<file path="src/rtl/riscv_pkg.sv">
// Shared RV32IM definitions: opcodes, ALU/result/operand-select encodings,
// the decoded control bundle and the operand-usage decode helpers.
package riscv_pkg;

  localparam logic [6:0] OP_R      = 7'b0110011;
  localparam logic [6:0] OP_LOAD   = 7'b0000011;
  localparam logic [6:0] OP_IMM    = 7'b0010011;
  localparam logic [6:0] OP_STORE  = 7'b0100011;
  localparam logic [6:0] OP_BRANCH = 7'b1100011;
  localparam logic [6:0] OP_LUI    = 7'b0110111;
  localparam logic [6:0] OP_AUIPC  = 7'b0010111;
  localparam logic [6:0] OP_JAL    = 7'b1101111;
  localparam logic [6:0] OP_JALR   = 7'b1100111;

  localparam logic [4:0] ALU_ADD    = 5'd0;
  localparam logic [4:0] ALU_SUB    = 5'd1;
  localparam logic [4:0] ALU_AND    = 5'd2;
  localparam logic [4:0] ALU_OR     = 5'd3;
  localparam logic [4:0] ALU_XOR    = 5'd4;
  localparam logic [4:0] ALU_SLL    = 5'd5;
  localparam logic [4:0] ALU_SRL    = 5'd6;
  localparam logic [4:0] ALU_SRA    = 5'd7;
  localparam logic [4:0] ALU_SLT    = 5'd8;
  localparam logic [4:0] ALU_SLTU   = 5'd9;
  localparam logic [4:0] ALU_MUL    = 5'd10;
  localparam logic [4:0] ALU_MULH   = 5'd11;
  localparam logic [4:0] ALU_MULHSU = 5'd12;
  localparam logic [4:0] ALU_MULHU  = 5'd13;
  localparam logic [4:0] ALU_DIV    = 5'd14;
  localparam logic [4:0] ALU_DIVU   = 5'd15;
  localparam logic [4:0] ALU_REM    = 5'd16;
  localparam logic [4:0] ALU_REMU   = 5'd17;
  localparam logic [4:0] ALU_PASSB  = 5'd18;

  localparam logic [1:0] RES_ALU = 2'b00;
  localparam logic [1:0] RES_MEM = 2'b01;
  localparam logic [1:0] RES_PC4 = 2'b10;

  localparam logic [1:0] ASEL_RS1  = 2'b00;
  localparam logic [1:0] ASEL_PC   = 2'b01;
  localparam logic [1:0] ASEL_ZERO = 2'b10;

  // Decoded control bundle; all-zero is a NOP.
  typedef struct packed {
    logic       RegWrite;
    logic       MemWrite;
    logic       MemRead;
    logic       ALUSrc;
    logic       Branch;
    logic       Jump;
    logic       JumpReg;
    logic       B_Zero;
    logic [1:0] ResultSrc;
    logic [4:0] ALUControl;
    logic [1:0] isPC_select;
  } ctrl_t;

  // What the ID/EX register does on the coming edge, highest priority first.
  typedef enum logic [1:0] {
    ACT_FLUSH  = 2'd0,
    ACT_HOLD   = 2'd1,
    ACT_BUBBLE = 2'd2,
    ACT_LOAD   = 2'd3
  } stage_act_e;

  function automatic logic uses_rs1(input logic [6:0] op);
    return !((op == OP_LUI) || (op == OP_AUIPC) || (op == OP_JAL));
  endfunction

  function automatic logic uses_rs2(input logic [6:0] op);
    return (op == OP_R) || (op == OP_STORE) || (op == OP_BRANCH);
  endfunction

  // Strip every side effect so the slot becomes harmless; leave the
  // non-committing fields alone to avoid needless toggling.
  function automatic ctrl_t kill_ctrl(input ctrl_t c);
    ctrl_t k;
    k          = c;
    k.RegWrite = 1'b0;
    k.MemWrite = 1'b0;
    k.MemRead  = 1'b0;
    k.Branch   = 1'b0;
    k.Jump     = 1'b0;
    k.JumpReg  = 1'b0;
    return k;
  endfunction

endpackage

</file>
<file path="src/rtl/id_ex_stage_if.sv">
// Decode-side bundle handed from IF/ID + decode into the ID/EX register.
interface id_ex_stage_if #(
  parameter int XLEN = 32
);
  logic            if_id_valid_i;
  logic [XLEN-1:0] if_id_pc_i;
  logic [31:0]     if_id_instr_i;
  logic [XLEN-1:0] rd1_i;
  logic [XLEN-1:0] rd2_i;
  logic [XLEN-1:0] imm_i;
  logic            RegWrite_i;
  logic            MemWrite_i;
  logic            MemRead_i;
  logic            ALUSrc_i;
  logic            Branch_i;
  logic            Jump_i;
  logic            JumpReg_i;
  logic            B_Zero_i;
  logic [1:0]      ResultSrc_i;
  logic [4:0]      ALUControl_i;
  logic [1:0]      isPC_select_i;

  modport master (
    output if_id_valid_i, if_id_pc_i, if_id_instr_i, rd1_i, rd2_i, imm_i,
           RegWrite_i, MemWrite_i, MemRead_i, ALUSrc_i, Branch_i, Jump_i,
           JumpReg_i, B_Zero_i, ResultSrc_i, ALUControl_i, isPC_select_i
  );

  modport slave (
    input  if_id_valid_i, if_id_pc_i, if_id_instr_i, rd1_i, rd2_i, imm_i,
           RegWrite_i, MemWrite_i, MemRead_i, ALUSrc_i, Branch_i, Jump_i,
           JumpReg_i, B_Zero_i, ResultSrc_i, ALUControl_i, isPC_select_i
  );
endinterface

</file>
<file path="src/rtl/load_use_detect.sv">
// Flags an ID instruction that reads the destination of a load still in EX.
// x0 is never a hazard, and operands the opcode does not read are ignored.
module load_use_detect
  import riscv_pkg::*;
(
  input  logic       id_valid_i,
  input  logic [6:0] opcode_i,
  input  logic [4:0] rs1_i,
  input  logic [4:0] rs2_i,
  input  logic       ex_valid_i,
  input  logic       ex_mem_read_i,
  input  logic [4:0] ex_rd_i,
  output logic       load_use_o
);

  logic ex_is_load;
  logic rs1_hit;
  logic rs2_hit;

  // Pure compare of ID source indices against the pending load destination.
  always_comb begin
    ex_is_load = ex_valid_i & ex_mem_read_i & (ex_rd_i != 5'd0);
    rs1_hit    = uses_rs1(opcode_i) & (rs1_i == ex_rd_i);
    rs2_hit    = uses_rs2(opcode_i) & (rs2_i == ex_rd_i);
    load_use_o = ex_is_load & id_valid_i & (rs1_hit | rs2_hit);
  end

endmodule

</file>
<file path="src/rtl/id_ex_stage.sv">
// ID/EX pipeline register: latches decode results for EX, inserts bubbles on
// load-use hazards, flushes on EX redirect, holds while EX is busy, and keeps
// a saturating count of hazard/flush bubbles for performance debug.
module id_ex_stage
  import riscv_pkg::*;
#(
  parameter int XLEN  = 32,
  parameter int CNT_W = 16
) (
  input  logic             clk,
  input  logic             rst,
  id_ex_stage_if.slave     id_bus,
  input  logic             ex_redirect_i,
  input  logic             ex_stall_i,
  output logic             stall_o,
  output logic             ex_valid_o,
  output logic [XLEN-1:0]  ex_pc_o,
  output logic [XLEN-1:0]  ex_rd1_o,
  output logic [XLEN-1:0]  ex_rd2_o,
  output logic [XLEN-1:0]  ex_imm_o,
  output logic [4:0]       ex_rs1_o,
  output logic [4:0]       ex_rs2_o,
  output logic [4:0]       ex_rd_o,
  output logic             ex_RegWrite_o,
  output logic             ex_MemWrite_o,
  output logic             ex_MemRead_o,
  output logic             ex_ALUSrc_o,
  output logic             ex_Branch_o,
  output logic             ex_Jump_o,
  output logic             ex_JumpReg_o,
  output logic             ex_B_Zero_o,
  output logic [1:0]       ex_ResultSrc_o,
  output logic [4:0]       ex_ALUControl_o,
  output logic [1:0]       ex_isPC_select_o,
  output logic [CNT_W-1:0] bubble_cnt_o
);

  ctrl_t           id_ctrl;
  logic [6:0]      id_opcode;
  logic [4:0]      id_rs1;
  logic [4:0]      id_rs2;
  logic [4:0]      id_rd;
  logic            unused_instr_bits;

  logic            valid_q, valid_d;
  logic [XLEN-1:0] pc_q, pc_d;
  logic [XLEN-1:0] rd1_q, rd1_d;
  logic [XLEN-1:0] rd2_q, rd2_d;
  logic [XLEN-1:0] imm_q, imm_d;
  logic [4:0]      rs1_q, rs1_d;
  logic [4:0]      rs2_q, rs2_d;
  logic [4:0]      rd_q, rd_d;
  ctrl_t           ctrl_q, ctrl_d;
  logic [CNT_W-1:0] cnt_q, cnt_d;

  stage_act_e      act;
  logic            load_use;
  logic            cnt_inc;

  assign id_opcode = id_bus.if_id_instr_i[6:0];
  assign id_rd     = id_bus.if_id_instr_i[11:7];
  assign id_rs1    = id_bus.if_id_instr_i[19:15];
  assign id_rs2    = id_bus.if_id_instr_i[24:20];
  // funct3/funct7 are consumed by decode upstream, not by this register.
  assign unused_instr_bits = ^{id_bus.if_id_instr_i[31:25], id_bus.if_id_instr_i[14:12]};

  // Gather the loose decode signals into one bundle.
  always_comb begin
    id_ctrl             = '0;
    id_ctrl.RegWrite    = id_bus.RegWrite_i;
    id_ctrl.MemWrite    = id_bus.MemWrite_i;
    id_ctrl.MemRead     = id_bus.MemRead_i;
    id_ctrl.ALUSrc      = id_bus.ALUSrc_i;
    id_ctrl.Branch      = id_bus.Branch_i;
    id_ctrl.Jump        = id_bus.Jump_i;
    id_ctrl.JumpReg     = id_bus.JumpReg_i;
    id_ctrl.B_Zero      = id_bus.B_Zero_i;
    id_ctrl.ResultSrc   = id_bus.ResultSrc_i;
    id_ctrl.ALUControl  = id_bus.ALUControl_i;
    id_ctrl.isPC_select = id_bus.isPC_select_i;
  end

  load_use_detect u_load_use_detect (
    .id_valid_i    (id_bus.if_id_valid_i),
    .opcode_i      (id_opcode),
    .rs1_i         (id_rs1),
    .rs2_i         (id_rs2),
    .ex_valid_i    (valid_q),
    .ex_mem_read_i (ctrl_q.MemRead),
    .ex_rd_i       (rd_q),
    .load_use_o    (load_use)
  );

  // Resolve this edge's action; a redirect makes any stall reason moot.
  always_comb begin
    act = ACT_LOAD;
    if (ex_redirect_i) begin
      act = ACT_FLUSH;
    end else if (ex_stall_i) begin
      act = ACT_HOLD;
    end else if (load_use || !id_bus.if_id_valid_i) begin
      act = ACT_BUBBLE;
    end
  end

  // Front-end hold; forced low in reset so it reflects the cleared EX slot.
  assign stall_o = rst & ~ex_redirect_i & (ex_stall_i | load_use);

  // Next-state for the EX slot and the bubble counter.
  always_comb begin
    valid_d = valid_q;
    pc_d    = pc_q;
    rd1_d   = rd1_q;
    rd2_d   = rd2_q;
    imm_d   = imm_q;
    rs1_d   = rs1_q;
    rs2_d   = rs2_q;
    rd_d    = rd_q;
    ctrl_d  = ctrl_q;
    cnt_inc = 1'b0;
    unique case (act)
      ACT_FLUSH: begin
        valid_d = 1'b0;
        ctrl_d  = kill_ctrl(ctrl_q);
        cnt_inc = 1'b1;
      end
      ACT_HOLD: begin
      end
      ACT_BUBBLE: begin
        valid_d = 1'b0;
        ctrl_d  = kill_ctrl(ctrl_q);
        // An empty IF/ID slot is not a lost cycle worth counting.
        cnt_inc = load_use;
      end
      ACT_LOAD: begin
        valid_d = 1'b1;
        pc_d    = id_bus.if_id_pc_i;
        rd1_d   = id_bus.rd1_i;
        rd2_d   = id_bus.rd2_i;
        imm_d   = id_bus.imm_i;
        rs1_d   = id_rs1;
        rs2_d   = id_rs2;
        rd_d    = id_rd;
        ctrl_d  = id_ctrl;
      end
      default: begin
      end
    endcase
    cnt_d = cnt_q;
    if (cnt_inc && (cnt_q != {CNT_W{1'b1}})) begin
      cnt_d = cnt_q + CNT_W'(1);
    end
  end

  // EX slot and counter registers.
  always_ff @(posedge clk or negedge rst) begin
    if (!rst) begin
      valid_q <= 1'b0;
      pc_q    <= '0;
      rd1_q   <= '0;
      rd2_q   <= '0;
      imm_q   <= '0;
      rs1_q   <= '0;
      rs2_q   <= '0;
      rd_q    <= '0;
      ctrl_q  <= '0;
      cnt_q   <= '0;
    end else begin
      valid_q <= valid_d;
      pc_q    <= pc_d;
      rd1_q   <= rd1_d;
      rd2_q   <= rd2_d;
      imm_q   <= imm_d;
      rs1_q   <= rs1_d;
      rs2_q   <= rs2_d;
      rd_q    <= rd_d;
      ctrl_q  <= ctrl_d;
      cnt_q   <= cnt_d;
    end
  end

  assign ex_valid_o       = valid_q;
  assign ex_pc_o          = pc_q;
  assign ex_rd1_o         = rd1_q;
  assign ex_rd2_o         = rd2_q;
  assign ex_imm_o         = imm_q;
  assign ex_rs1_o         = rs1_q;
  assign ex_rs2_o         = rs2_q;
  assign ex_rd_o          = rd_q;
  assign ex_RegWrite_o    = ctrl_q.RegWrite;
  assign ex_MemWrite_o    = ctrl_q.MemWrite;
  assign ex_MemRead_o     = ctrl_q.MemRead;
  assign ex_ALUSrc_o      = ctrl_q.ALUSrc;
  assign ex_Branch_o      = ctrl_q.Branch;
  assign ex_Jump_o        = ctrl_q.Jump;
  assign ex_JumpReg_o     = ctrl_q.JumpReg;
  assign ex_B_Zero_o      = ctrl_q.B_Zero;
  assign ex_ResultSrc_o   = ctrl_q.ResultSrc;
  assign ex_ALUControl_o  = ctrl_q.ALUControl;
  assign ex_isPC_select_o = ctrl_q.isPC_select;
  assign bubble_cnt_o     = cnt_q;

endmodule
</file>
<file path="src/flat_wrapper.sv">
// flat-port wrapper written by rule: the top's interface ports become plain ports
module id_ex_stage_flat import riscv_pkg::*;
#(
  parameter int XLEN  = 32,
  parameter int CNT_W = 16
)
  (clk, rst, ex_redirect_i, ex_stall_i, stall_o, ex_valid_o, ex_pc_o, ex_rd1_o, ex_rd2_o, ex_imm_o, ex_rs1_o, ex_rs2_o, ex_rd_o, ex_RegWrite_o, ex_MemWrite_o, ex_MemRead_o, ex_ALUSrc_o, ex_Branch_o, ex_Jump_o, ex_JumpReg_o, ex_B_Zero_o, ex_ResultSrc_o, ex_ALUControl_o, ex_isPC_select_o, bubble_cnt_o, id_bus_if_id_valid_i, id_bus_if_id_pc_i, id_bus_if_id_instr_i, id_bus_rd1_i, id_bus_rd2_i, id_bus_imm_i, id_bus_RegWrite_i, id_bus_MemWrite_i, id_bus_MemRead_i, id_bus_ALUSrc_i, id_bus_Branch_i, id_bus_Jump_i, id_bus_JumpReg_i, id_bus_B_Zero_i, id_bus_ResultSrc_i, id_bus_ALUControl_i, id_bus_isPC_select_i);
  id_ex_stage_if #(.XLEN(XLEN)) id_bus_i ();
  input  logic clk;
  input  logic rst;
  input  logic ex_redirect_i;
  input  logic ex_stall_i;
  output logic stall_o;
  output logic ex_valid_o;
  output logic [XLEN-1:0] ex_pc_o;
  output logic [XLEN-1:0] ex_rd1_o;
  output logic [XLEN-1:0] ex_rd2_o;
  output logic [XLEN-1:0] ex_imm_o;
  output logic [4:0] ex_rs1_o;
  output logic [4:0] ex_rs2_o;
  output logic [4:0] ex_rd_o;
  output logic ex_RegWrite_o;
  output logic ex_MemWrite_o;
  output logic ex_MemRead_o;
  output logic ex_ALUSrc_o;
  output logic ex_Branch_o;
  output logic ex_Jump_o;
  output logic ex_JumpReg_o;
  output logic ex_B_Zero_o;
  output logic [1:0] ex_ResultSrc_o;
  output logic [4:0] ex_ALUControl_o;
  output logic [1:0] ex_isPC_select_o;
  output logic [CNT_W-1:0] bubble_cnt_o;
  input wire logic [$bits(id_bus_i.if_id_valid_i)-1:0] id_bus_if_id_valid_i;
  input wire logic [$bits(id_bus_i.if_id_pc_i)-1:0] id_bus_if_id_pc_i;
  input wire logic [$bits(id_bus_i.if_id_instr_i)-1:0] id_bus_if_id_instr_i;
  input wire logic [$bits(id_bus_i.rd1_i)-1:0] id_bus_rd1_i;
  input wire logic [$bits(id_bus_i.rd2_i)-1:0] id_bus_rd2_i;
  input wire logic [$bits(id_bus_i.imm_i)-1:0] id_bus_imm_i;
  input wire logic [$bits(id_bus_i.RegWrite_i)-1:0] id_bus_RegWrite_i;
  input wire logic [$bits(id_bus_i.MemWrite_i)-1:0] id_bus_MemWrite_i;
  input wire logic [$bits(id_bus_i.MemRead_i)-1:0] id_bus_MemRead_i;
  input wire logic [$bits(id_bus_i.ALUSrc_i)-1:0] id_bus_ALUSrc_i;
  input wire logic [$bits(id_bus_i.Branch_i)-1:0] id_bus_Branch_i;
  input wire logic [$bits(id_bus_i.Jump_i)-1:0] id_bus_Jump_i;
  input wire logic [$bits(id_bus_i.JumpReg_i)-1:0] id_bus_JumpReg_i;
  input wire logic [$bits(id_bus_i.B_Zero_i)-1:0] id_bus_B_Zero_i;
  input wire logic [$bits(id_bus_i.ResultSrc_i)-1:0] id_bus_ResultSrc_i;
  input wire logic [$bits(id_bus_i.ALUControl_i)-1:0] id_bus_ALUControl_i;
  input wire logic [$bits(id_bus_i.isPC_select_i)-1:0] id_bus_isPC_select_i;
  assign id_bus_i.if_id_valid_i = id_bus_if_id_valid_i;
  assign id_bus_i.if_id_pc_i = id_bus_if_id_pc_i;
  assign id_bus_i.if_id_instr_i = id_bus_if_id_instr_i;
  assign id_bus_i.rd1_i = id_bus_rd1_i;
  assign id_bus_i.rd2_i = id_bus_rd2_i;
  assign id_bus_i.imm_i = id_bus_imm_i;
  assign id_bus_i.RegWrite_i = id_bus_RegWrite_i;
  assign id_bus_i.MemWrite_i = id_bus_MemWrite_i;
  assign id_bus_i.MemRead_i = id_bus_MemRead_i;
  assign id_bus_i.ALUSrc_i = id_bus_ALUSrc_i;
  assign id_bus_i.Branch_i = id_bus_Branch_i;
  assign id_bus_i.Jump_i = id_bus_Jump_i;
  assign id_bus_i.JumpReg_i = id_bus_JumpReg_i;
  assign id_bus_i.B_Zero_i = id_bus_B_Zero_i;
  assign id_bus_i.ResultSrc_i = id_bus_ResultSrc_i;
  assign id_bus_i.ALUControl_i = id_bus_ALUControl_i;
  assign id_bus_i.isPC_select_i = id_bus_isPC_select_i;
  id_ex_stage #(.XLEN(XLEN), .CNT_W(CNT_W)) u_core (.clk(clk), .rst(rst), .id_bus(id_bus_i), .ex_redirect_i(ex_redirect_i), .ex_stall_i(ex_stall_i), .stall_o(stall_o), .ex_valid_o(ex_valid_o), .ex_pc_o(ex_pc_o), .ex_rd1_o(ex_rd1_o), .ex_rd2_o(ex_rd2_o), .ex_imm_o(ex_imm_o), .ex_rs1_o(ex_rs1_o), .ex_rs2_o(ex_rs2_o), .ex_rd_o(ex_rd_o), .ex_RegWrite_o(ex_RegWrite_o), .ex_MemWrite_o(ex_MemWrite_o), .ex_MemRead_o(ex_MemRead_o), .ex_ALUSrc_o(ex_ALUSrc_o), .ex_Branch_o(ex_Branch_o), .ex_Jump_o(ex_Jump_o), .ex_JumpReg_o(ex_JumpReg_o), .ex_B_Zero_o(ex_B_Zero_o), .ex_ResultSrc_o(ex_ResultSrc_o), .ex_ALUControl_o(ex_ALUControl_o), .ex_isPC_select_o(ex_isPC_select_o), .bubble_cnt_o(bubble_cnt_o));
endmodule
</file>
<file path="config.mk">
export PLATFORM = sky130hd
export DESIGN_NAME = id_ex_stage_flat
export DESIGN_NICKNAME = d
export VERILOG_FILES = /design/src/rtl/riscv_pkg.sv /design/src/rtl/id_ex_stage_if.sv /design/src/rtl/load_use_detect.sv /design/src/rtl/id_ex_stage.sv /design/src/flat_wrapper.sv
export SDC_FILE = /design/constraint.sdc
export NUM_CORES = 1
export LEC_CHECK = 0
export ABC_AREA = 1
export BUFFER_PORTS_ARGS = -buffer_cell sky130_fd_sc_hd__buf_2
export CORE_ASPECT_RATIO = 0.75
export CORE_UTILIZATION = 35
export DETAILED_ROUTE_END_ITERATION = 7
export SYNTH_ARGS = -nofsm -noshare
export SYNTH_HDL_FRONTEND = slang
export SYNTH_SLANG_ARGS = --single-unit
</file>
<file path="constraint.sdc">
create_clock -name clk -period 2.1 [get_ports clk]
set_clock_uncertainty 0.15 [all_clocks]
set_input_delay 0.21 -clock clk [delete_from_list [all_inputs] [get_ports clk]]
set_output_delay 0.21 -clock clk [all_outputs]
set_load 0.01 [all_outputs]
</file>
==> flow_metrics.env, run 1 <==
export IMPL_outcome="finished clean"
export IMPL_r2r_end="u_core.ex_rs1_o[4]$_DFFE_PN0P_"
export IMPL_start_util_pct=36.3
export IMPL_ys_seq_area_share_pct=59.4
export IMPL_syn2layout_area_growth_pct=61.9
export IMPL_hold_path_end="u_core.ex_RegWrite_o$_DFFE_PN0P_"
export IMPL_grt_use_total_pct=19.7
export IMPL_die_area_sq_um=21900
export IMPL_synth_compound_area_share_pct=10.9
export IMPL_cp_top_family="buffers and inverters"
export IMPL_r2r_slack_ns=0.17
export IMPL_hold_path_class="in2reg"
export IMPL_register_area_sq_um=4430
export IMPL_synthCells=860
export IMPL_crit_chain="dlygate4sd3_1 > buf_2 > inv_1 > nand2_2 > nand2_1 > nand2_1 > nor2_1 > nand3_1 > nand2_2 > nand2_4 > a21oi_2 > buf_2"
export IMPL_rsz0062_at_grt="true"
export IMPL_via_per_inst=4.27
export IMPL_multi_input_area_sq_um=2210
export IMPL_p_seq_share_pct=43.7
export IMPL_max_slew_margin_pct=63.5
export IMPL_place_congestion=0.765
export IMPL_period_share_pct=100
export IMPL_muxShareOfSynthArea_pct=0
export IMPL_antenna_cells=0
export IMPL_cellLeakagePower_nw=6.88
export IMPL_antenna_found_initial=0
export IMPL_max_slew_worst_pin_slew_ns=0.548
export IMPL_final_hold_violation_count=0
export IMPL_post_place_ws_ns=0.126
export IMPL_holdCritStartpoint="ex_redirect_i"
export IMPL_pin_count=360
export IMPL_clk_path_buf_depth=2
export IMPL_drive_gt1_share_pct=30.9
export IMPL_cp_arrival_ns=1.74
export IMPL_hold_path_depth=4
export IMPL_wl_per_cell_um=13.3
export IMPL_synth_largest_area_cell="dfrtp_1"
export IMPL_synth_top_family_by_area="simple AND/OR/NAND/NOR gates"
export IMPL_synth_xor_area_share_pct=2.11
export IMPL_r2r_start="u_core.ex_rd_o[1]$_DFFE_PN0P_"
export IMPL_path_max_fanout=2
export IMPL_ys_warn_count=0
export IMPL_fp_coreArea_sq_um=20600
export IMPL_worst_setup_path_type="in2out"
export IMPL_grt_pass1_vias=7043
export IMPL_grt_overflow=0
export IMPL_clk_insertion_delay_late_ns=0.42
export IMPL_drc=0
export IMPL_cts_sinks=177
export IMPL_netSwitchingFraction_pct=29.4
export IMPL_grt_start_max_net_pins=102
export IMPL_worst_setup_path_end_kind="primary output"
export IMPL_path_clk_slew_ns=0.07
export IMPL_cts_tree="done"
export IMPL_startpoint_type="input port"
export IMPL_r2r_cells=11
export IMPL_clockPowerShare_pct=33.4
export IMPL_syn_avg_cell_area_sq_um=8.67
export IMPL_final_setup_tns_ns=0
export IMPL_vias=7179
export IMPL_synth_area_top_cells="dfrtp_1 59%, nand2_1 11%, o21ai_1 11%"
export IMPL_cp_required_ns=1.74
export IMPL_grt_pass1_wl_um=34100
export IMPL_numCtsBuffers=17
export IMPL_slowest_stage="dlygate4sd3_1"
export IMPL_synthSimpleGateAreaFrac_pct=16.1
export IMPL_powerDensity_nw_per_um2=803
export IMPL_cts_root_buf="clkbuf_16"
export IMPL_syn_nets=1043
export IMPL_drtAntennaViolNets=0
export IMPL_finalMaxSlewViolations=0
export IMPL_place_hpwl_um=14200
export IMPL_max_stage_delay_ns=0.55
export IMPL_nets=1570
export IMPL_critPathBufInv=4
export IMPL_vdd_ir_drop_max_mv=0.529
export IMPL_io_buffers=349
export IMPL_fp_dieW_um=171
export IMPL_syn_area_sq_um=7460
export IMPL_power_internal_mw=6.84
export IMPL_rows=45
export IMPL_finalWirelength_um=22300
export IMPL_dr_first_iter_drc_count=395
export IMPL_synthAdderAreaFrac_pct=0.168
export IMPL_maxClockFrequency_mhz=476
export IMPL_setup_viol=0
export IMPL_fill_cells=1765
export IMPL_layout_min_cycle_time_ns=2.10
export IMPL_setup_ws_ns=0.000753
export IMPL_ys_types=27
export IMPL_die_h_um=128
export IMPL_synth_top_area_share_pct=59.4
export IMPL_switchingPower_mw=2.85
export IMPL_cts_max_level=4
export IMPL_comb_power_share_pct=22.8
export IMPL_cap_violations=0
export IMPL_synth_seq_cells=177
export IMPL_firstDrtPassIters=4
## power groups by stage
stage               logic (mW)  registers, mW  clock network (mW)
global placement          1.91           4.27                   0
global route              2.47           4.31                3.47
CTS                       2.19           4.23                3.34
finish                    2.22           4.24                3.24
detailed placement        1.94           4.28                   0
floorplan                0.649           4.55                   0
## stage by stage
| stage | utilization (%) | power, mW | cell area, sq um | instances | hold slack [ns] |
|---|---|---|---|---|---|
| after detailed placement | 47.1 | 6.21 | 9670 | 1477 | 0.160 |
| final | 58.8 | 9.69 | 12100 | 1682 | 0.110 |
| after global placement | 47.1 | 6.18 | 9670 | 1477 | 0.165 |
| after CTS | 58.0 | 9.76 | 11900 | 1675 | 0.0902 |
| after floorplan | - | 5.19 | 7460 | 860 | -0.236 |
| after global routing | 58.8 | 10.3 | 12100 | 1682 | 0.148 |
## synthesized netlist by cell type, drive strengths merged
master  instances
a21oi           1
and2            1
buf            35
clkbuf          3
clkinv          1
dfrtp         177
ha              1
inv           173
nand2         229
nand3          33
nand4           4
nor2           21
nor3            1
nor3b           1
o21ai         161
xnor2          10
xor2            8
## repair_timing
| action | CTS | global route |
|---|---|---|
| gates cloned | 0 | 3 |
| hold buffers | 162 | 0 |
| pin swaps | 0 | 1 |
| setup endpoints to repair | 1 | 36 |
| resized for setup | 4 | 7 |
| setup buffers | 4 | 4 |
| hold endpoints to repair | 337 | 0 |
## cell usage in the layout, fill, tap and decap left out, types with 3 or more instances in the layout
cell / count
buf_2: 348
nor2_1: 20
nand2_2: 6
inv_1: 169
nand2_1: 221
dlygate4sd3_1: 162
clkbuf_16: 20
buf_4: 22
dfrtp_1: 176
buf_12: 8
nand4_1: 3
xnor2_1: 10
inv_2: 4
inv_6: 5
nand3_1: 32
xor2_1: 8
o21ai_1: 160
## how the worst max path moves through the flow
| stage | cells past startpoint | slack [ns] | end | from |
|---|---|---|---|---|
| after floorplan | 9 | 0.18 | u_core.bubble_cnt_o[15]$_DFFE_PN0P_ | u_core.bubble_cnt_o[0]$_DFFE_PN0P_ |
| after global placement | 12 | 0.14 | u_core.ex_rd2_o[20]$_DFFE_PN0P_ | u_core.ex_rd_o[0]$_DFFE_PN0P_ |
| after detailed placement | 12 | 0.13 | u_core.ex_rd2_o[3]$_DFFE_PN0P_ | u_core.ex_rd_o[0]$_DFFE_PN0P_ |
| after CTS | 7 | 0.0009 | stall_o | u_core.ex_rd_o[3]$_DFFE_PN0P_ |
| after global routing | 10 | -0.11 | stall_o | u_core.ex_rd_o[1]$_DFFE_PN0P_ |
| final | 12 | 0.0008 | stall_o | id_bus_if_id_instr_i[16] |
## worst register-to-register path, cell delays in order, from the launching register on
cell and delay (ns):
dfrtp_1 0.44, inv_2 0.09, buf_4 0.11, nand4_1 0.11, nand4_1 0.09, inv_1 0.08
nand2_4 0.09, nand3_4 0.11, buf_4 0.18, clkbuf_16 0.22, nand2_1 0.11, o21ai_1 0.06
## layer usage
layer / wire [um] / share of wire (%) / track usage (%) / vias up
li1: - / - / - / 3670
met1: 9480 / 42 / 23.5 / 3261
met2: 10800 / 48 / 33.6 / 221
met3: 1730 / 7.7 / 6.86 / 27
met4: 340 / 1.5 / 5.99 / 0
met5: 0 / 0 / 0 / -
## kinds of logic (layout without fill, tap and decap cells)
family          after synthesis  after routing
simple gates                290            290
buf+inv                     212            752
compound gates              162            162
flops                       177            177
fa+ha+maj                     1              1
xor+xnor                     18             18
## registers in the layout (all words and copies together), names as in the netlist, 16 cells and up
name                 cells
u_core.bubble_cnt_o     16
u_core.ex_imm_o         32
u_core.ex_pc_o          32
u_core.ex_rd1_o         32
u_core.ex_rd2_o         32
## layout make-up
type	count	share of cell area [%]
inverter	174	5.41
clock buffer	20	3.78
sequential	177	36.7
timing repair buffer	546	31.7
clock inverter	12	1.18
multi-input combinational	471	18.3
tap	282	2.92
No activity file was read; power rests on OpenSTA's default activity.
==> run 2: changes to the inputs <==
Settings changed: CORE_AREA set to 2 2 139 141, CORE_ASPECT_RATIO 0.75 to not set, CORE_UTILIZATION 35 to not set, DIE_AREA set to 0 0 141 143, PLACE_DENSITY set to 0.71.
==> flow_metrics.env, run 2 (synthesis gave the netlist of run 1 again) <==
export IMPL_drc=0
export IMPL_syn2layout_area_growth_pct=69.5
export IMPL_cap_violations=0
export IMPL_cp_required_ns=2.29
export IMPL_crit_chain="inv_2 > nand2_2 > nand2_2 > nand2_1 > nor2_1 > nand3_1 > nand2_2 > nand2_2 > buf_6 > nand3_4 > buf_12 > buf_12 > nand2_1 > o21ai_1"
export IMPL_max_stage_delay_ns=0.44
export IMPL_violations="setup timing"
export IMPL_clk_insertion_delay_late_ns=0.42
export IMPL_hold_path_class="in2reg"
export IMPL_r2r_end="u_core.ex_imm_o[23]$_DFFE_PN0P_"
export IMPL_design_area_sq_um=12600
export IMPL_finalWirelength_um=26900
export IMPL_grt_overflow=0
export IMPL_rsz0062_at_grt="true"
export IMPL_r2r_slack_ns=-0.03
export IMPL_final_common_cell="buf_2"
export IMPL_powerDensity_nw_per_um2=788
export IMPL_die_h_um=143
export IMPL_antenna_cells=0
export IMPL_cts_max_level=4
export IMPL_r2r_cells=14
export IMPL_via_per_inst=4.78
export IMPL_fp_dieW_um=141
export IMPL_maxClockFrequency_mhz=469
export IMPL_place_congestion=0.817
export IMPL_worst_setup_path_end_kind="register"
export IMPL_max_slew_margin_pct=62.6
export IMPL_worst_setup_path_type="reg2reg"
export IMPL_firstDrtPassIters=4
export IMPL_wl_per_cell_um=16.3
export IMPL_setup_viol=3
export IMPL_path_clk_slew_ns=0.07
export IMPL_fp_coreArea_sq_um=18600
export IMPL_place_hpwl_um=14700
export IMPL_grt_use_total_pct=23.6
export IMPL_final_setup_tns_ns=-0.0489
export IMPL_outcome="finished with violations"
export IMPL_finalMaxSlewViolations=0
export IMPL_final_hold_violation_count=0
export IMPL_utilization_pct=68.0
export IMPL_drive_gt1_share_pct=36.6
export IMPL_vias=7897
export IMPL_layout_min_cycle_time_ns=2.13
export IMPL_pin_count=360
export IMPL_rows=50
export IMPL_cp_arrival_ns=2.32
export IMPL_placed_cell_area_sq_um=9670
export IMPL_grt_pass1_vias=7861
export IMPL_nets=1589
export IMPL_slowest_stage="dfrtp_2"
export IMPL_path_max_fanout=25
export IMPL_antenna_found_initial=0
export IMPL_totalPowerFinal_mw=9.97
export IMPL_dr_first_iter_drc_count=398
export IMPL_drtAntennaViolNets=0
export IMPL_io_buffers=349
export IMPL_start_util_pct=40.1
export IMPL_r2r_start="u_core.ex_rd_o[1]$_DFFE_PN0P_"
export IMPL_cts_root_buf="clkbuf_16"
export IMPL_startpoint_type="register"
export IMPL_crit_path_start="u_core.ex_rd_o[1]$_DFFE_PN0P_"
export IMPL_numCtsBuffers=17
export IMPL_endpoint="u_core.ex_imm_o[23]$_DFFE_PN0P_"
export IMPL_cellLeakagePower_nw=7.14
export IMPL_mostFrequentLayoutCells="348 x buf_2, 193 x nand2_1, 172 x dfrtp_1"
export IMPL_setup_ws_ns=-0.0316
export IMPL_grt_start_max_net_pins=98
export IMPL_cts_sinks=177
export IMPL_max_slew_worst_pin_slew_ns=0.561
export IMPL_vdd_ir_drop_max_mv=0.530
export IMPL_period_share_pct=102
export IMPL_cts_tree="done"
export IMPL_clk_path_buf_depth=2
export IMPL_path_common_cell="nand2_2"
export IMPL_die_area_sq_um=20200
export IMPL_grt_pass1_wl_um=37800
run 2: cell types whose count changed in the layout (fill, tap and decap cells not counted), sizes merged:
cell / change
dlygate4sd3: +1
clkinvlp: +1
clkbuf: +8
buf: +8
inv: -1
clkinv: +1
run 2: routing by layer:
metal,vias up,GRT usage (%),share of wire [%]
li1,3706,-,-
met1,3782,26.9,38
met2,334,41.3,52
met3,75,6.41,6.3
met4,0,11.4,3.5
met5,-,0,0
run 2: layout make-up:
cell class	instances	area [sq um]
sequential	177	4440
inverter	174	653
multi-input combinational	471	2420
clock inverter	13	151
tap	234	293
timing repair buffer	565	4250
fill	1318	5940
clock buffer	18	439
run 2: worst min path at each step:
stage                        startpoint  cells after the start                                  to  slack [ns]
after floorplan                     rst                      0  u_core.bubble_cnt_o[0]$_DFFE_PN0P_       -0.24
after global placement              rst                      1        u_core.ex_Jump_o$_DFFE_PN0P_       -0.14
after detailed placement            rst                      1        u_core.ex_Jump_o$_DFFE_PN0P_       -0.15
after CTS                 ex_redirect_i                      4     u_core.ex_MemRead_o$_DFFE_PN0P_        0.09
after global routing      ex_redirect_i                      4     u_core.ex_MemRead_o$_DFFE_PN0P_        0.13
final                     ex_redirect_i                      4     u_core.ex_MemRead_o$_DFFE_PN0P_        0.12
run 2: metrics by stage:
| step | setup slack, ns | std cells | hold slack (ns) |
|---|---|---|---|
| 2_1_floorplan | 0.179 | 860 | -0.236 |
| 3_3_place_gp | 0.174 | 1434 | -0.143 |
| 3_5_place_dp | 0.126 | 1434 | -0.147 |
| 4_1_cts | -0.00429 | 1634 | 0.0880 |
| 5_1_grt | -0.154 | 1652 | 0.127 |
| 6_report | -0.0316 | 1652 | 0.117 |
run 2: power by group:
| group | internal, mW | switching (mW) |
|---|---|---|
| Sequential | 3.93 | 0.381 |
| Clock | 1.81 | 1.42 |
| Combinational | 1.15 | 1.27 |
run 2: repair_timing:
| action | 4_1_cts | 5_1_grt |
|---|---|---|
| hold endpoints to repair | 337 | 0 |
| pin swaps | 3 | 4 |
| endpoints found under the setup margin | 1 | 169 |
| resized for setup | 5 | 91 |
| hold buffers | 163 | 0 |
| gates cloned | 0 | 13 |
| buffers inserted | 6 | 5 |
run 2: worst max-delay path, delay by kind of cell (launching register included):
| family | cells | cell delay, ns |
|---|---|---|
| buf+inv | 4 | 0.59 |
| compound gates | 1 | 0.11 |
| simple gates | 9 | 0.72 |
| flops | 1 | 0.44 |
==> run 3: changes to the inputs <==
Settings changed: SETUP_SLACK_MARGIN set to 0.3.
==> flow_metrics.env, run 3 (synthesis gave the netlist of run 1 again) <==
export IMPL_drc=0
export IMPL_period_share_pct=104
export IMPL_grt_met3_usage_pct=6.07
export IMPL_comb_power_share_pct=26.5
export IMPL_cp_arrival_ns=2.33
export IMPL_rsz0062_at_grt="true"
export IMPL_r2r_end="u_core.ex_rd1_o[0]$_DFFE_PN0P_"
export IMPL_slowest_stage="dfrtp_2"
export IMPL_final_setup_tns_ns=-0.966
export IMPL_powerDensity_nw_per_um2=744
export IMPL_final_common_cell="buf_2"
export IMPL_cap_violations=0
export IMPL_vdd_ir_drop_max_mv=0.538
export IMPL_antenna_found_initial=3
export IMPL_dr_first_iter_drc_count=551
export IMPL_place_congestion=0.857
export IMPL_max_slew_worst_pin_slew_ns=0.507
export IMPL_via_per_inst=4.92
export IMPL_worst_setup_path_type="reg2reg"
export IMPL_finalWirelength_um=30200
export IMPL_use_met1_pct=27.6
export IMPL_clk_path_buf_depth=2
export IMPL_rows=50
export IMPL_cts_max_level=4
export IMPL_finalMaxSlewViolations=0
export IMPL_syn2layout_area_growth_pct=83.4
export IMPL_cp_top_family="buffers and inverters"
export IMPL_cp_required_ns=2.25
export IMPL_crit_chain="inv_2 > buf_4 > nand4_1 > nand4_1 > inv_1 > nand2_2 > buf_6 > nand3_4 > buf_12 > buf_12 > clkbuf_16 > nand2_2 > o21ai_1"
export IMPL_cellLeakagePower_nw=7.56
export IMPL_clk_insertion_delay_late_ns=0.42
export IMPL_layout_min_cycle_time_ns=2.18
export IMPL_grt_start_max_net_pins=92
export IMPL_pin_count=360
export IMPL_die_area_sq_um=20200
export IMPL_nets=1622
export IMPL_switchingPower_mw=3.32
export IMPL_wl_per_cell_um=17.9
export IMPL_grt_overflow=0
export IMPL_critPathBufInv=7
export IMPL_layout_cells_non_filler=1689
export IMPL_r2r_start="u_core.ex_rd_o[1]$_DFFE_PN0P_"
export IMPL_io_buffers=349
export IMPL_p_seq_share_pct=43.0
export IMPL_max_slew_margin_pct=66.2
export IMPL_clockPowerShare_pct=30.5
export IMPL_violations="setup timing"
export IMPL_worst_setup_path_end_kind="register"
export IMPL_fp_coreArea_sq_um=18600
export IMPL_holdCritStartpoint="ex_redirect_i"
export IMPL_hold_path_depth=4
export IMPL_grt_busiest_layer="met2"
export IMPL_grt_pass1_vias=7750
export IMPL_grt_pass1_wl_um=38200
export IMPL_mostFrequentLayoutCells="348 x buf_2, 174 x dfrtp_1, 168 x inv_1"
export IMPL_grt_use_total_pct=23.9
export IMPL_path_clk_slew_ns=0.08
export IMPL_path_max_fanout=8
export IMPL_startpoint_type="register"
export IMPL_setup_ws_ns=-0.0774
export IMPL_fill_cells=1182
export IMPL_netSwitchingFraction_pct=32.6
export IMPL_r2r_slack_ns=-0.08
export IMPL_r2r_cells=13
export IMPL_setup_viol=58
export IMPL_fp_dieW_um=141
export IMPL_outcome="finished with violations"
export IMPL_max_stage_delay_ns=0.44
export IMPL_drtAntennaViolNets=0
export IMPL_hold_path_end="u_core.ex_MemRead_o$_DFFE_PN0P_"
export IMPL_die_h_um=143
export IMPL_met2_usage_pct=42.2
export IMPL_numCtsBuffers=17
export IMPL_cts_root_buf="clkbuf_16"
export IMPL_place_hpwl_um=14400
export IMPL_vias=8305
export IMPL_power_internal_mw=6.85
export IMPL_cts_tree="done"
export IMPL_firstDrtPassIters=4
export IMPL_hold_path_class="in2reg"
export IMPL_drive_gt1_share_pct=43.0
export IMPL_dp_cells=1428
export IMPL_maxClockFrequency_mhz=459
export IMPL_cts_sinks=177
export IMPL_start_util_pct=40.1
export IMPL_final_hold_violation_count=0
[run 3: changes by cell type in the layout (fill, tap and decap cells not counted), moves of 4 or more]
cell        delta
buf_16         +9
nand2_4       +24
nand2_1       -41
nand2_2       +18
clkinvlp_4     +4
clkbuf_16      +7
buf_12         +6
o21ai_4        +4
o21ai_2       +24
o21ai_1       -28
buf_8          +5
[run 3: through the flow]
stage / total power, mW / setup WS, ns / utilization [%] / instance area [sq um] / hold WS [ns]
CTS: 9.62 / 0.0379 / 65.8 / 12200 / 0.111
global route: 10.6 / -0.239 / 73.6 / 13700 / 0.243
floorplan: 5.20 / 0.207 / - / 7470 / -0.236
global placement: 6.15 / 0.162 / 51.8 / 9620 / 0.158
detailed placement: 6.21 / 0.121 / 51.8 / 9620 / 0.160
finish: 10.2 / -0.0774 / 73.6 / 13700 / 0.213
[run 3: cell type report]
| class | instances | area [sq um] | area share (%) |
|---|---|---|---|
| clock buffer | 19 | 443 | 3.24 |
| antenna | 3 | 7.51 | 0.0549 |
| clock inverter | 13 | 125 | 0.915 |
| inverter | 174 | 653 | 4.78 |
| sequential | 177 | 4430 | 32.4 |
| multi-input combinational | 473 | 2820 | 20.6 |
| timing repair buffer | 596 | 4900 | 35.8 |
| tap | 234 | 293 | 2.14 |
[run 3: timing repair]
item | 4_1_cts | 5_1_grt
setup buffers | 13 | 16
cloned | 7 | 28
resized for setup | 22 | 192
endpoints found under the hold margin | 337 | 0
setup endpoints to repair | 168 | 178
pin swaps | 3 | 10
hold buffers | 162 | 0
[run 3: power groups by stage]
stage / registers, mW / logic (mW) / clock network (mW)
after floorplan: 4.55 / 0.652 / 0
after global placement: 4.29 / 1.87 / 0
after detailed placement: 4.30 / 1.91 / 0
after CTS: 4.25 / 2.24 / 3.13
after global routing: 4.42 / 2.91 / 3.30
final: 4.37 / 2.70 / 3.10
[run 3: routing by layer]
| metal | vias to the layer above | wire [um] | share of wire [%] |
|---|---|---|---|
| met2 | 420 | 15900 | 53 |
| met5 | - | 0 | 0 |
| met4 | 0 | 1260 | 4.2 |
| met3 | 99 | 2080 | 6.9 |
| met1 | 3987 | 11000 | 36 |
| li1 | 3799 | - | - |
[run 3: worst min-delay path: cells and delay by family]
kind                   cells  cell delay [ns]
buffers and inverters      2             0.35
AND/OR/NAND/NOR            1             0.14
AO/OA/AOI/OAI              1             0.06
[run 3: worst max path at each step]
stage               depth (start not counted)                               start                               endpoint  slack (ns)
CTS                                         8       u_core.ex_rd_o[2]$_DFFE_PN0P_                                stall_o        0.04
detailed placement                         13       u_core.ex_rd_o[4]$_DFFE_PN0P_          u_core.ex_pc_o[7]$_DFFE_PN0P_        0.12
global route                               15       u_core.ex_rd_o[1]$_DFFE_PN0P_         u_core.ex_rd1_o[0]$_DFFE_PN0P_       -0.24
floorplan                                   9  u_core.bubble_cnt_o[0]$_DFFE_PN0P_    u_core.bubble_cnt_o[15]$_DFFE_PN0P_        0.21
global placement                           13       u_core.ex_rd_o[4]$_DFFE_PN0P_  u_core.ex_ALUControl_o[3]$_DFFE_PN0P_        0.16
finish                                     13       u_core.ex_rd_o[1]$_DFFE_PN0P_         u_core.ex_rd1_o[0]$_DFFE_PN0P_       -0.08
